## config.mk

```make
export PLATFORM = sky130hd
export DESIGN_NAME = board_updater_ext
export DESIGN_NICKNAME = d
export VERILOG_FILES = /design/src/rtl/sudoku_pkg.sv /design/src/rtl/board_updater_ext_popcount.sv /design/src/rtl/board_updater_ext.sv
export SDC_FILE = /design/constraint.sdc
export NUM_CORES = 2
export LEC_CHECK = 0
export CORE_AREA = 2 2 611 613
export CTS_CLUSTER_SIZE = 25
export DETAILED_ROUTE_END_ITERATION = 10
export DIE_AREA = 0 0 613 615
export SYNTH_ARGS = -nofsm -noshare
export SYNTH_HDL_FRONTEND = slang
export SYNTH_SLANG_ARGS = --single-unit
```

## constraint.sdc

```tcl
create_clock -name clk -period 46.3 [get_ports clk]
set_input_delay 9.26 -clock clk [delete_from_list [all_inputs] [get_ports clk]]
set_output_delay 9.26 -clock clk [all_outputs]
set_load 0.02 [all_outputs]
```

## src/rtl/sudoku_pkg.sv

```systemverilog
// Shared constants for the Sudoku engine: top-FSM state codes and default geometry.
package sudoku_pkg;

    typedef enum logic [2:0] {
        ST_CARREGANDO        = 3'b010,
        ST_PERCORRER_NUMEROS = 3'b100
    } top_state_e;

    localparam int unsigned N_DEF           = 9;
    localparam int unsigned DW_DEF          = 4;
    localparam int unsigned IW_DEF          = 7;
    localparam int unsigned MAX_STRIKES_DEF = 3;

endpackage

```

## src/rtl/board_updater_ext_popcount.sv

```systemverilog
// Combinational population count built as a recursive binary adder tree.
module popcount #(
    parameter  int unsigned W  = 8,
    localparam int unsigned OW = $clog2(W + 1)
) (
    input  logic [W-1:0]  bits_i,
    output logic [OW-1:0] count_o
);

    if (W == 1) begin : g_leaf
        assign count_o = bits_i;
    end else begin : g_node
        localparam int unsigned LW  = W / 2;
        localparam int unsigned RW  = W - LW;
        localparam int unsigned LOW = $clog2(LW + 1);
        localparam int unsigned ROW = $clog2(RW + 1);

        logic [LOW-1:0] lo_count;
        logic [ROW-1:0] hi_count;

        popcount #(.W(LW)) u_lo (
            .bits_i  (bits_i[LW-1:0]),
            .count_o (lo_count)
        );

        popcount #(.W(RW)) u_hi (
            .bits_i  (bits_i[W-1:LW]),
            .count_o (hi_count)
        );

        assign count_o = OW'(lo_count) + OW'(hi_count);
    end

endmodule

```

## src/rtl/board_updater_ext.sv

```systemverilog
// Live Sudoku board state: visibility, notes, strikes, digit selection and win/lose flags.
module board_updater_ext
    import sudoku_pkg::*;
#(
    parameter int unsigned N                 = N_DEF,
    parameter int unsigned DW                = DW_DEF,
    parameter int unsigned CELLS             = N * N,
    parameter int unsigned IW                = IW_DEF,
    parameter int unsigned MAX_STRIKES       = MAX_STRIKES_DEF,
    parameter int unsigned SW                = 2,
    parameter logic [2:0]  CARREGANDO        = ST_CARREGANDO,
    parameter logic [2:0]  PERCORRER_NUMEROS = ST_PERCORRER_NUMEROS
) (
    input  logic                  clk,
    input  logic                  reset,
    input  logic                  up_button,
    input  logic                  down_button,
    input  logic                  a_button,
    input  logic                  b_button,
    input  logic [IW-1:0]         index,
    input  logic [DW-1:0]         cell_value,
    input  logic [2:0]            current_state,
    input  logic [CELLS-1:0]      selected_visibility,
    input  logic [CELLS*DW-1:0]   selected_map,
    output logic [CELLS-1:0]      visibilities,
    output logic [CELLS*DW-1:0]   board,
    output logic [CELLS*N-1:0]    notes,
    output logic                  note_mode,
    output logic                  error,
    output logic [SW-1:0]         strikes,
    output logic [DW-1:0]         selected_number,
    output logic [IW-1:0]         revealed_count,
    output logic                  game_won,
    output logic                  game_over
);

    localparam int unsigned    PW      = $clog2(CELLS + 1);
    localparam logic [DW-1:0]  N_D     = DW'(N);
    localparam logic [DW-1:0]  ONE_D   = DW'(1);
    localparam logic [IW-1:0]  CELLS_I = IW'(CELLS);
    localparam logic [IW-1:0]  ONE_I   = IW'(1);
    localparam logic [SW-1:0]  MAX_S   = SW'(MAX_STRIKES);
    localparam logic [SW-1:0]  ONE_S   = SW'(1);

    logic [CELLS-1:0]    vis_q, vis_d;
    logic [CELLS*DW-1:0] board_q, board_d;
    logic [CELLS*N-1:0]  notes_q, notes_d;
    logic                note_mode_q, note_mode_d;
    logic                error_q, error_d;
    logic [SW-1:0]       strikes_q, strikes_d;
    logic [DW-1:0]       sel_q, sel_d;
    logic [IW-1:0]       count_q, count_d;
    logic                won_q, won_d;
    logic                over_q, over_d;
    logic [PW-1:0]       load_count;

    popcount #(.W(CELLS)) u_popcount (
        .bits_i  (selected_visibility),
        .count_o (load_count)
    );

    always_comb begin
        vis_d       = vis_q;
        board_d     = board_q;
        notes_d     = notes_q;
        note_mode_d = note_mode_q;
        error_d     = error_q;
        strikes_d   = strikes_q;
        sel_d       = sel_q;
        count_d     = count_q;

        if (current_state == CARREGANDO) begin
            vis_d       = selected_visibility;
            board_d     = selected_map;
            notes_d     = '0;
            note_mode_d = 1'b0;
            error_d     = 1'b0;
            strikes_d   = '0;
            count_d     = IW'(load_count);
        end else if (current_state == PERCORRER_NUMEROS && !won_q && !over_q) begin
            if (up_button || down_button || a_button || b_button) begin
                error_d = 1'b0;
            end
            if (up_button) begin
                sel_d = (sel_q >= N_D) ? ONE_D : sel_q + ONE_D;
            end else if (down_button) begin
                sel_d = (sel_q <= ONE_D) ? N_D : sel_q - ONE_D;
            end
            if (b_button) begin
                note_mode_d = ~note_mode_q;
            end
            // The commit reads sel_q/note_mode_q so same-cycle up/down/b only affect later commits.
            if (a_button && index < CELLS_I) begin
                for (int unsigned c = 0; c < CELLS; c++) begin
                    if (index == IW'(c) && !vis_q[c]) begin
                        if (note_mode_q) begin
                            for (int unsigned d = 0; d < N; d++) begin
                                if (sel_q == DW'(d + 1)) begin
                                    notes_d[c*N+d] = ~notes_q[c*N+d];
                                end
                            end
                        end else if (cell_value == sel_q) begin
                            vis_d[c]         = 1'b1;
                            notes_d[c*N +: N] = '0;
                            count_d          = count_q + ONE_I;
                        end else begin
                            error_d = 1'b1;
                            if (strikes_q != MAX_S) begin
                                strikes_d = strikes_q + ONE_S;
                            end
                        end
                    end
                end
            end
        end

        won_d  = (count_d == CELLS_I);
        over_d = (strikes_d == MAX_S);
    end

    always_ff @(posedge clk or posedge reset) begin
        if (reset) begin
            vis_q       <= '0;
            board_q     <= '0;
            notes_q     <= '0;
            note_mode_q <= 1'b0;
            error_q     <= 1'b0;
            strikes_q   <= '0;
            sel_q       <= ONE_D;
            count_q     <= '0;
            won_q       <= 1'b0;
            over_q      <= 1'b0;
        end else begin
            vis_q       <= vis_d;
            board_q     <= board_d;
            notes_q     <= notes_d;
            note_mode_q <= note_mode_d;
            error_q     <= error_d;
            strikes_q   <= strikes_d;
            sel_q       <= sel_d;
            count_q     <= count_d;
            won_q       <= won_d;
            over_q      <= over_d;
        end
    end

    assign visibilities    = vis_q;
    assign board           = board_q;
    assign notes           = notes_q;
    assign note_mode       = note_mode_q;
    assign error           = error_q;
    assign strikes         = strikes_q;
    assign selected_number = sel_q;
    assign revealed_count  = count_q;
    assign game_won        = won_q;
    assign game_over       = over_q;

endmodule
```

==> run metrics <==
CP most frequent cell=buf_4; critical path's largest stage delay=0.78 ns; top post-synthesis cells by area=dfrtp_1 (56%), o31ai_1 (8.7%), nand2_1 (8.1%); drt initial violations=5773; RSZ-0062 raised after global routing=no; dpl cell area=approximately 73000 µm²; clk_lat worst skew=approximately 0.85 ns; sequential share of power=0.294; static leakage=approximately 0.032 µW; slew at the pin closest to its max-slew limit=1.20 ns; dominant cell type by area after synthesis=dfrtp_1; WP buf/inv=11; VDD IR max=0.105 mV; ys flop type=dfrtp_1; Fin. Hold Viols=0; CP Cell Sequence=clkdlybuf4s50_1 > inv_8 > buf_4 > buf_4 > buf_4 > buf_4 > buf_4 > buf_4 > buf_4 > buf_4 > buf_4; Synth cell types=100; number of global-route vias before repair=48200; number of antenna violations at the first check in global routing=around 160; ys async rst share=1.00; Hold Crit Class=flip-flop to flip-flop; status=complete, no violations; Post-DP HPWL=287000 µm; Die H=615 µm; post-DR wirelength/cell=31.4 µm; PD cells=72.4 nW/µm²; Die X=613 µm; required time of the worst setup path=47.19 ns; die area=377000 µm²; Bufs on Longest Clock Path=4; Relative slew margins=0.201; clk_skew=between 0.09 and 0.1 ns; CTS H-tree lvls=4; fin area=78300 µm²; DR vias/cell=4.32; Crit-path slowest cell=buf_4; R2R Setup Slk=41.06 ns; I/O pin total=1576; grt ovf=0; TritonRoute pass-1 iters=6; CTS buffer count=148; Initial Utilization=0.138; Worst Hold Depth=2; Port Buffers=approximately 1600; Worst Reg-to-Reg Cells=7; final wirelength=between 300000 and 400000 µm; Layout area overhead=53.5%; post-CTS setup repair buffer count=0; floorplan core area=371000 µm²; clk slew on worst S/H paths=0.06 ns; switching power=around 2500 µW; via count=50900; sequential area share after synthesis=0.565; clock power share=0.213; EDFF count, synth=0; Slew Limit Fails=0; reg2reg start=selected_number[2]$_DFFE_PP0P_; Post-Synthesis Cells=5148; clock sink total=approximately 1200; share of post-route cells with drive strength above 1=0.0829; CP endpoint kind=async pin; max-cap check violation count=0; Switching Share=0.447; hold endpoint=board[297]$_DFFE_PP0P_; pin count of the biggest net entering global routing=172; antenna viol nets, final=0; syn_nets=5667; global-route wire length before repair=about 480000 µm; reg2reg end=notes[397]$_DFFE_PP0P_; Seq cells post-synth=1151; Resized Gates After CTS=0; min Tclk post-route=about 16 ns; startpoint types=input port; Mean Syn Cell Area=9.91 µm²; CP arrival=approximately 17 ns; Mapped Area=51000 µm²; f_max=62.3 MHz; worst min-delay path startpoint=board[297]$_DFFE_PP0P_; All-Layer GR Usage=0.189; CTS tree=done; CTS root buffer=clkbuf_16; final worst-path cycle share=0.347; top cell family by delay on the critical path=buffers and inverters; synth cell count leaders=dfrtp_1 (1150), nand2_1 (1106), o21ai_0 (620); Combinational Power Share=0.493; Fin Hold WS=between 0.4 and 0.5 ns; Layout Nets=7146; Pint=3130 µW; Yosys top cell area share=0.564; YS warnings=0; RD Place Congestion=0.973; setup_tns=0 ns; row cnt=224; setup violators final=0; DRC viols=0; most frequent cell after synthesis=dfrtp_1; kind of critical path=input port to async pin; Hold Buf Count CTS=0; Crit Path Max Fanout=93
cells in the final DEF, fill, tap and decap left out, types with 14 or more instances in the layout:
master	count
buf_4	141
ha_1	24
a21oi_2	46
clkdlybuf4s50_1	1569
or3_1	14
nand2_4	16
clkbuf_16	150
o22ai_1	27
diode_2	69
a21oi_1	204
o21ai_2	16
inv_1	122
o31ai_1	591
nor3_1	40
nor2_1	134
fa_1	70
clkbuf_1	17
clkinv_2	17
a31oi_1	180
dfrtp_1	1150
nand3_1	57
o211ai_1	34
nand2_1	1090
o21ai_0	620
clkbuf_8	33
mux2i_1	35
flip-flops by register name, summed over array words and instances, names as in the netlist:
signal           cells
selected_number      4
game_over            1
revealed_count       7
visibilities        81
error                1
notes              729
board              324
game_won             1
strikes              2
note_mode            1
per-stage QoR:
stage           util  worst slack (ns)  std cells  total power [µW]
4_1_cts        0.211             29.99      11700              5700
3_3_place_gp   0.197             29.04      11400              4450
3_5_place_dp   0.197             29.08      11400              4450
2_1_floorplan      -              4.62       5148              2930
6_report       0.211             30.25      11800              5660
5_1_grt        0.211             29.27      11700              5950
worst reg2reg max path: stages (launching register included):
cell and delay, ns:
dfrtp_1 0.61, xor2_1 0.23, o41a_1 0.61, nand2_1 0.88, and2_2 0.94, nand2_4 0.69
buf_4 0.71, o31ai_1 0.40
cell families (layout without fill, tap and decap cells):
group	count (synthesis)	count (layout)	share of synthesized area
AOI/OAI and AO/OA	1841	1841	0.226
xor gates and xnor gates	12	12	0.00221
adders and majority gates	94	94	0.0334
buffers and inverters	511	2092	0.0401
DFF	1151	1151	0.565
muxes	44	44	0.00908
other	0	69	0
and+or+nand+nor	1495	1495	0.125
layout make-up:
class,count,area (µm²)
fillers,40400,293000
flip-flops and latches,1151,28800
multi-input cells,3486,20800
repair buffers,1717,16900
well taps,4972,6220
clock buffers,200,4270
clock inverters,52,677
inverters,123,469
diodes,69,173
worst max path at each step:
stage,from,endpoint,slack (ns),cells after the start
2_1_floorplan,reset,board[0]$_DFFE_PP0P_,4.62,1
3_3_place_gp,reset,board[224]$_DFFE_PP0P_,29.04,11
3_5_place_dp,reset,board[215]$_DFFE_PP0P_,29.08,11
4_1_cts,reset,board[222]$_DFFE_PP0P_,29.99,11
5_1_grt,reset,board[222]$_DFFE_PP0P_,29.27,11
6_report,reset,board[222]$_DFFE_PP0P_,30.25,11
power groups by stage:
stage | combinational [µW] | sequential [µW] | clock, µW
floorplan | 896 | 2030 | 0
global placement | 2790 | 1650 | 0
detailed placement | 2790 | 1660 | 0
CTS | 2810 | 1660 | 1240
global route | 2960 | 1710 | 1270
finish | 2790 | 1660 | 1210
routing by layer:
metal	track usage	share of wire	vias to the layer above
met5	0	0.00073	-
li1	-	-	21500
met2	0.312	0.48	2959
met1	0.226	0.39	25700
met4	0.0844	0.047	38
met3	0.0538	0.086	692
(Power assumes the default switching activity.)
